[src/rtl/rr_mux_pkg.sv]
// Shared constants and helpers for the round-robin selector.
package rr_mux_pkg;

  localparam logic MODE_FIXED = 1'b0;
  localparam logic MODE_RR    = 1'b1;

  // Index width for n channels, never less than one bit.
  function automatic int clog2_min1(input int n);
    int r;
    r = 0;
    for (int i = 0; i < 31; i++) begin
      if ((1 << i) < n) r = i + 1;
    end
    return (r < 1) ? 1 : r;
  endfunction

endpackage

[src/rtl/rr_mux_arb.sv]
// Combinational round-robin search: first requester at or after ptr, wrapping mod N.
module rr_arb
  import rr_mux_pkg::*;
#(
  parameter  int N    = 4,
  localparam int CH_W = clog2_min1(N)
) (
  input  logic [N-1:0]    req,
  input  logic [CH_W-1:0] ptr,
  output logic            gnt_valid,
  output logic [CH_W-1:0] gnt_idx
);

  // Walk offsets from farthest to nearest so the nearest hit wins.
  always_comb begin
    gnt_valid = 1'b0;
    gnt_idx   = '0;
    for (int k = N - 1; k >= 0; k--) begin
      int idx;
      idx = int'(ptr) + k;
      if (idx >= N) idx = idx - N;
      if (req[idx]) begin
        gnt_valid = 1'b1;
        gnt_idx   = CH_W'(idx);
      end
    end
  end

endmodule

[src/rtl/rr_mux.sv]
// N-channel W-bit selector with fixed or round-robin grant and a registered valid/ready output.
module rr_mux
  import rr_mux_pkg::*;
#(
  parameter  int N     = 4,
  parameter  int W     = 8,
  parameter  int CNT_W = 16,
  localparam int CH_W  = clog2_min1(N)
) (
  input  logic             clk,
  input  logic             rst_n,
  input  logic [N-1:0]     in_valid,
  input  logic [N*W-1:0]   in_data,
  output logic [N-1:0]     in_ready,
  input  logic [CH_W-1:0]  sel,
  input  logic             mode_rr,
  output logic             out_valid,
  output logic [W-1:0]     out_data,
  output logic [CH_W-1:0]  out_ch,
  input  logic             out_ready,
  output logic [CNT_W-1:0] xfer_cnt
);

  logic            load;
  logic            arb_valid;
  logic [CH_W-1:0] arb_idx;
  logic            fixed_valid;
  logic            grant_valid;
  logic [CH_W-1:0] grant;
  logic [W-1:0]    grant_data;
  logic [CH_W-1:0] rr_ptr;

  assign load = !out_valid | out_ready;

  rr_arb #(.N(N)) u_arb (
    .req       (in_valid),
    .ptr       (rr_ptr),
    .gnt_valid (arb_valid),
    .gnt_idx   (arb_idx)
  );

  // Compare against every legal index so an out-of-range sel simply never matches.
  always_comb begin
    fixed_valid = 1'b0;
    for (int i = 0; i < N; i++) begin
      if (sel == CH_W'(i) && in_valid[i]) fixed_valid = 1'b1;
    end
  end

  always_comb begin
    if (mode_rr == MODE_FIXED) begin
      grant_valid = load & fixed_valid;
      grant       = sel;
    end else begin
      grant_valid = load & arb_valid;
      grant       = arb_idx;
    end
  end

  always_comb begin
    grant_data = '0;
    for (int i = 0; i < N; i++) begin
      if (grant == CH_W'(i)) grant_data = in_data[i*W +: W];
    end
  end

  for (genvar gi = 0; gi < N; gi++) begin : g_ready
    assign in_ready[gi] = rst_n & grant_valid & (grant == CH_W'(gi));
  end

  always_ff @(posedge clk or negedge rst_n) begin
    if (!rst_n) begin
      out_valid <= 1'b0;
      out_data  <= '0;
      out_ch    <= '0;
      xfer_cnt  <= '0;
      rr_ptr    <= '0;
    end else if (load) begin
      if (grant_valid) begin
        out_valid <= 1'b1;
        out_data  <= grant_data;
        out_ch    <= grant;
        xfer_cnt  <= xfer_cnt + CNT_W'(1);
        if (mode_rr == MODE_RR) begin
          rr_ptr <= (grant == CH_W'(N - 1)) ? '0 : grant + CH_W'(1);
        end
      end else begin
        out_valid <= 1'b0;
      end
    end
  end

endmodule

[config.mk]
export PLATFORM = sky130hd
export DESIGN_NAME = rr_mux
export DESIGN_NICKNAME = d
export VERILOG_FILES = /design/src/rtl/rr_mux_pkg.sv /design/src/rtl/rr_mux_arb.sv /design/src/rtl/rr_mux.sv
export SDC_FILE = /design/constraint.sdc
export NUM_CORES = 1
export LEC_CHECK = 0
export ABC_CLOCK_PERIOD_IN_PS = 4970
export CORE_MARGIN = 3
export CORE_UTILIZATION = 40
export DETAILED_ROUTE_END_ITERATION = 12
export GPL_ROUTABILITY_DRIVEN = 0
export GPL_TIMING_DRIVEN = 0
export PLACE_DENSITY = 0.78
export RECOVER_POWER = 25
export SLEW_MARGIN = 20
export SYNTH_ARGS = -nofsm -noshare
export SYNTH_HDL_FRONTEND = slang
export SYNTH_SLANG_ARGS = --single-unit
[constraint.sdc]
create_clock -name clk -period 4.97 [get_ports clk]
set_input_delay 0.994 -clock clk [delete_from_list [all_inputs] [get_ports clk]]
set_output_delay 0.994 -clock clk [all_outputs]
set_load 0.01 [all_outputs]
# == After elaboration in Yosys (flattened, before gate mapping) ==
# Index checks and enable logic that the tools add are counted.
# totals
reg_bits,29
in_bits,42
out_inout_bits,31
elab_cells,81
# classes
addsub,9
n_lt_le_gt_ge,8
eq_ne,6
mux,36
bitwise,8
reduce_logical,9
# op_table
operator,n
"less-than comparator 32 x 4 -> 1 bit, second input constant",4
2-to-1 mux 32 bit,4
"greater-or-equal comparator 32 x 4 -> 1 bit, second input constant",3
"subtractor 32 x 4 -> 32 bit, second input constant",3
2-to-1 mux 8 bit,4
2-to-1 mux 1 bit,18
"adder 16 x 1 -> 16 bit, second input constant",1
2-to-1 mux 2 bit,6
binary-select mux 1 bit (select 2 bit),4
"== test 2 bit, second input constant",4
AND 1 bit,7
"adder 2 x 2 -> 3 bit, second input constant",2
"== test 2 x 1 -> 1 bit, second input constant",2
logical AND 1 bit,4
logical NOT 2 bit,2
"subtractor 2 x 3 -> 4 bit, second input constant",1
"adder 2 x 1 -> 3 bit, second input constant",1
"greater-or-equal comparator 2 x 3 -> 1 bit, second input constant",1
AND reduction 3 bit,1
"adder 2 x 1 -> 2 bit, second input constant",1
AND reduction 2 bit,1
logical NOT 1 bit,1
OR 1 bit,1

# == Longest topological paths before layout ==
# depth
word_depth,16
ltp_mapped,12
mapped_depth_nobuf,11

# == Modules after synthesis ==
# Synthesis repeated with hierarchy kept, for this count alone.
# unflattened
cells_unflattened,163
area_unflattened_um2,1731.7
# modules_own_cells
mod,instances,cells_each,area_each_um2,seq_area_each_um2
rr_mux,1,150,1654.1,725.7
rr_arb,1,13,77.6,0.0

# == Worst setup path after synthesis ==
# Ideal clock, no wire load.
# synth_timing
path_kind,input-to-output
from,in in_valid[2]
to,out in_ready[3]
arrival_time_ns,2.526
required_ns,3.976
slack_ns,1.450
stages,8
n_path_buf,2
path_cell_list,nor2b_1 o21ai_0 o221a_2 mux2_2 ha_1 clkbuf_1 clkbuf_1 and3_1
# synth_between
word_cells_on_any_way,30
cone_classes,1 x eq/ne; 24 x mux; 4 x bitwise; 1 x reduce/logical
# synth_rtl
item,line,rtl
from (decl),rr_mux.sv:12,"input logic [N-1:0] in_valid,"
binary-select mux 1 bit (select 2 bit),rr_mux_arb.sv:22,if (req[idx]) begin
2-to-1 mux 1 bit (implied by the code) (2 in a row),rr_mux_arb.sv:22,
2-to-1 mux 2 bit (3 in a row),rr_mux_arb.sv:22,
2-to-1 mux 2 bit (*),rr_mux_arb.sv:22,
2-to-1 mux 2 bit (*),rr_mux.sv:51,if (mode_rr == MODE_FIXED) begin
named net grant[0],rr_mux.sv:29,logic [CH_W-1:0] grant;
== test 2 bit (*),rr_mux.sv:68,assign in_ready[gi] = rst_n & grant_valid & (grant == CH_W'(gi));
AND 1 bit (*),rr_mux.sv:68,
to (decl),rr_mux.sv:14,"output logic [N-1:0] in_ready,"
# Mark *: on every way through the listed nets, which the timed path passes. The rest lies on a longest branch. The select of a mux whose other input is x is not followed.

# == Worst setup path in the final report ==
# Ends and elaborated chain as after synthesis.

==> impl.org <==
** Placed design
- During placement, the flow inserted port buffers numbering 72.
- Before CTS, the worst setup slack after placement is 0.06531 ns.
- Summed over all nets, the half-perimeter wirelength after detailed placement is 3225 um.

** GRT
- Via count of the first global-routing pass :: 1468
- The first global-routing pass estimated 6934 um of wire.
- Entering global routing, the biggest net connects 34 pins.
- Global routing used 16.96% of the available tracks.
- The number of antenna violations at the first check in global routing came to 0.
- GRT overflow :: 0

** Worst setup path
- Most repeated library cell on the critical path :: clkdlybuf4s50_1
- On the critical path the largest part of the delay comes from buffers and inverters.
- Data arrival time at the worst-slack endpoint :: 3.78 ns
- The worst register-to-register path has a depth of 11.
- CP Capture Type :: primary output
- The endpoint identified for the worst register-to-register timing path is out_data[2].
- Delay of the slowest critical-path stage :: 0.56 ns
- The critical path in this run is classified as in -> out.
- Slowest stage cell, crit path :: clkdlybuf4s50_1
- Reg-to-Reg Start :: rr_ptr[1]
- Data on the critical path is required at its endpoint by 3.98 ns.
- Register-to-register setup slack :: 2.32 ns
- Critical path buffer and inverter count :: 5
- Worst-path cell chain :: clkdlybuf4s50_1 > nor4bb_1 > a31oi_1 > nand3_1 > o22ai_1 > inv_1 > ha_1 > clkbuf_1 > clkbuf_2 > and3_1 > clkdlybuf4s50_1
- Maximum fanout encountered on the critical timing path :: 10
- The worst setup path is launched from a primary input.

** Outcome
- Status :: finished clean

** Finish
- Most common library cell in the layout ignoring fill and taps :: clkdlybuf4s50_1
- Of the cells placed in the final design, the portion with a size suffix greater than 1 is 8.203%.
- Area occupied by registers :: 725.7 sq um
- The top cell types in the final layout, fill and taps aside, are 71 x clkdlybuf4s50_1, 29 x dfrtp_1, 18 x a21oi_1.
- In the final design database the tool counted 302 nets.
- The area growth from synthesis to layout is 50.66%.
- Counting the fill cells in the layout gives 351.
- Number of inserted diodes :: 0
- In the final layout, the multi-input gates occupy 905.9 sq um.

** CTS
- Clock tree sinks :: 29
- Bufs on Longest Clock Path :: 2
- H-tree depth reported by CTS :: 2
- Buffer cell driving the clock tree root :: clkbuf_8
- Hold buffer count at cts :: 0
- Clock-pin slew on the worst setup and hold paths :: 0.06 ns
- Setup fix buffers added after clock tree synthesis :: 0
- Clock latency at the later pin of the worst-skew pair :: 0.28 ns
- CTS tree :: built
- TritonCTS created 5 clock buffers.

** Synth
- Most used DFF post-synth :: dfrtp_1
- Combinational family with the most area after synthesis :: simple AND/OR/NAND/NOR gates
- Synthesis produced a netlist with a net count of 223.
- Share of flip-flops with an asynchronous set or reset :: 100.0%
- In this run the mean area of a mapped cell was 9.683 sq um.
- The cell count after synthesis came out at 176.
- Summing the areas of all fa, ha and maj instances in the mapped netlist gives 3.671% of the synthesized area.
- The synthesized netlist devotes 12.78% of its cell area to compound gates.
- Counting flops with a built-in enable in the synthesized netlist gives 0.
- Share of the yosys chip area belonging to registers :: 42.58%
- Post-synthesis simple-gate area fraction :: 23.94%
- Proportion of synthesized area in mux cells :: 5.066%
- Number of synthesized register bits :: 29
- Number of warnings reported in the yosys synthesis log :: 0
- Area share of xor/xnor cells in the synthesized design :: 7.709%
- Synth cell types :: 34
- Cell Area, Synth :: 0.001704 sq mm

** Timing
- Headroom to the max-slew limit came out at 54.01%.
- Maximum frequency from static timing analysis :: 209.5 MHz
- Setup repair after global routing could not meet its margin everywhere.
- The routed design could run at a clock period as short as 4.773 ns.
- Between clock sinks in the finished design, the worst skew comes to 0.004677 ns.
- Setup violations remaining at the end of the flow were counted as 0.
- The final number of max-transition violations is 0.
- Share of the clock period used by the worst path after layout :: 96.04%
- The number of hold-slack violations in the final timing report was 0.
- Slew at the pin with the worst max-slew slack :: 0.6899 ns
- After layout, the worst setup slack is 0.1967 ns.
- The tightest hold path in the finished design has a slack of 0.4705 ns.

** Power
- The analysis attributes to cell leakage a power of 1.059 nW.
- Net switching is 35.53% of the power.
- Total power for the finished layout comes to 1.019 mW.
- Part of the power in the clock network :: 18.4%
- Of the total power, registers draw 35.1%.
- The internal power of the cells totals 656.8 uW.
- Power density relative to cell area :: 396.8 mW/mm^2
- For this design the total switching power over the nets is 362.0 uW.
- Combinational logic burns 46.5% of the power.
- VDD sags by at most 0.1740 mV.

** Hold path
- In this run the worst hold path is classified as reg -> reg.
- Along the worst hold path, the cell count comes to 1.
- The startpoint identified for the worst hold timing path is xfer_cnt[15].
- End point of the worst hold path :: xfer_cnt[15]

** Routing
- In this run the remaining antenna-violating nets after routing total 0.
- Total Routed Length :: 4200 um
- Vias :: 1578
- Initial DRC Count :: 45
- After detailed routing, the number of vias per cell comes to 5.157.
- After detailed routing, the number of remaining DRC violations is 0.
- Dividing the detail-routed wire length by the instance count gives 13.73 um.
- For this run, the detailed router's first-pass iteration total came to 4.

** Floorplan
- The die covers 0.005079 sq mm.
- Measured along the x axis, the die boundary spans 71.27 um.
- After floorplanning, the core was divided into 23 placement rows.
- Overall die height :: 71.27 um
- Boundary pin count :: 73
- The initial utilization of the core area, before any placement, comes to 42.00%.
- Area of the core :: 0.004058 sq mm

** Flow run
- Max-cap violations in this run came to 0.
[sequential cells by signal (all words and copies together) (netlist names)]
name	count
out_ch	2
out_data	8
out_valid	1
rr_ptr	2
xfer_cnt	16
[how the worst max path moves through the flow]
stage | startpoint | cells after the start | slack (ns) | end
detailed placement | in_valid[2] | 11 | 0.07 | in_ready[3]
finish | in_valid[2] | 11 | 0.20 | in_ready[3]
global placement | in_valid[2] | 11 | 0.05 | in_ready[3]
CTS | in_valid[2] | 11 | 0.06 | in_ready[3]
floorplan | in_valid[2] | 8 | 1.45 | in_ready[3]
global route | in_valid[2] | 11 | -0.1 | in_ready[3]
[synthesized netlist by cell type, types with 2 or more instances]
cell type | number | area (sq um)
and2_1 | 3 | 18.77
o21ai_0 | 4 | 20.02
clkbuf_1 | 7 | 26.28
nand4_1 | 6 | 37.54
buf_6 | 2 | 22.52
a221oi_1 | 7 | 61.31
and3_1 | 9 | 56.30
mux2_2 | 5 | 56.30
nor3_1 | 7 | 35.03
a21oi_1 | 18 | 90.09
nor2b_1 | 12 | 75.07
and4_1 | 2 | 17.52
xor2_1 | 2 | 17.52
mux2i_1 | 3 | 30.03
nor2_1 | 11 | 41.29
dfrtp_1 | 29 | 725.7
inv_1 | 5 | 18.77
nand2_1 | 6 | 22.52
ha_1 | 5 | 62.56
a31oi_1 | 2 | 12.51
nand3_1 | 6 | 30.03
xnor2_1 | 13 | 113.9
[layer usage]
metal,wire length [um],vias up,track usage [%]
met5,0,-,0
met4,55,0,5.846
met3,234,6,2.525
met2,2095,44,28.67
met1,1816,738,22.16
li1,-,790,-
[logic make-up (layout without fill, tap and decap cells)]
| logic type | count (synthesis) | count (layout) |
|---|---|---|
| simple gates | 69 | 69 |
| xor+xnor | 15 | 15 |
| compound gates | 35 | 35 |
| flops | 29 | 29 |
| mux | 8 | 8 |
| buf+inv | 15 | 95 |
| fa+ha+maj | 5 | 5 |
[metrics by stage]
stage	util [%]	area [sq um]	TNS, ns	instances
finish	63.27	2567	0	306
global route	63.27	2567	-0.09595	306
CTS	63.21	2565	0	306
detailed placement	61.18	2482	0	298
global placement	61.30	2487	0	298
floorplan	-	1704	0	176
[area by class of cell]
cell class / instances / area share (%)
Multi-Input combinational cell: 132 / 35.28
Sequential cell: 29 / 28.27
Timing Repair Buffer: 72 / 27.88
Clock buffer: 6 / 2.827
Tap cell: 50 / 2.437
Buffer: 10 / 2.193
Inverter: 5 / 0.7310
Clock inverter: 2 / 0.3899
[power groups by stage]
stage                     Combinational [mW]  Clock, mW  Sequential [mW]
after floorplan                        0.231          0            0.381
after global placement                 0.467          0            0.360
after detailed placement               0.476          0            0.362
after CTS                              0.478      0.191            0.358
after global routing                   0.526      0.200            0.368
final                                  0.474      0.188            0.357
[repair_timing]
| action | 4_1_cts | 5_1_grt |
|---|---|---|
| endpoints found under the hold margin | 0 | 0 |
| setup endpoints to repair | 0 | 2 |
| gates resized for setup | 0 | 4 |
Power figures use the tool's default switching activity.
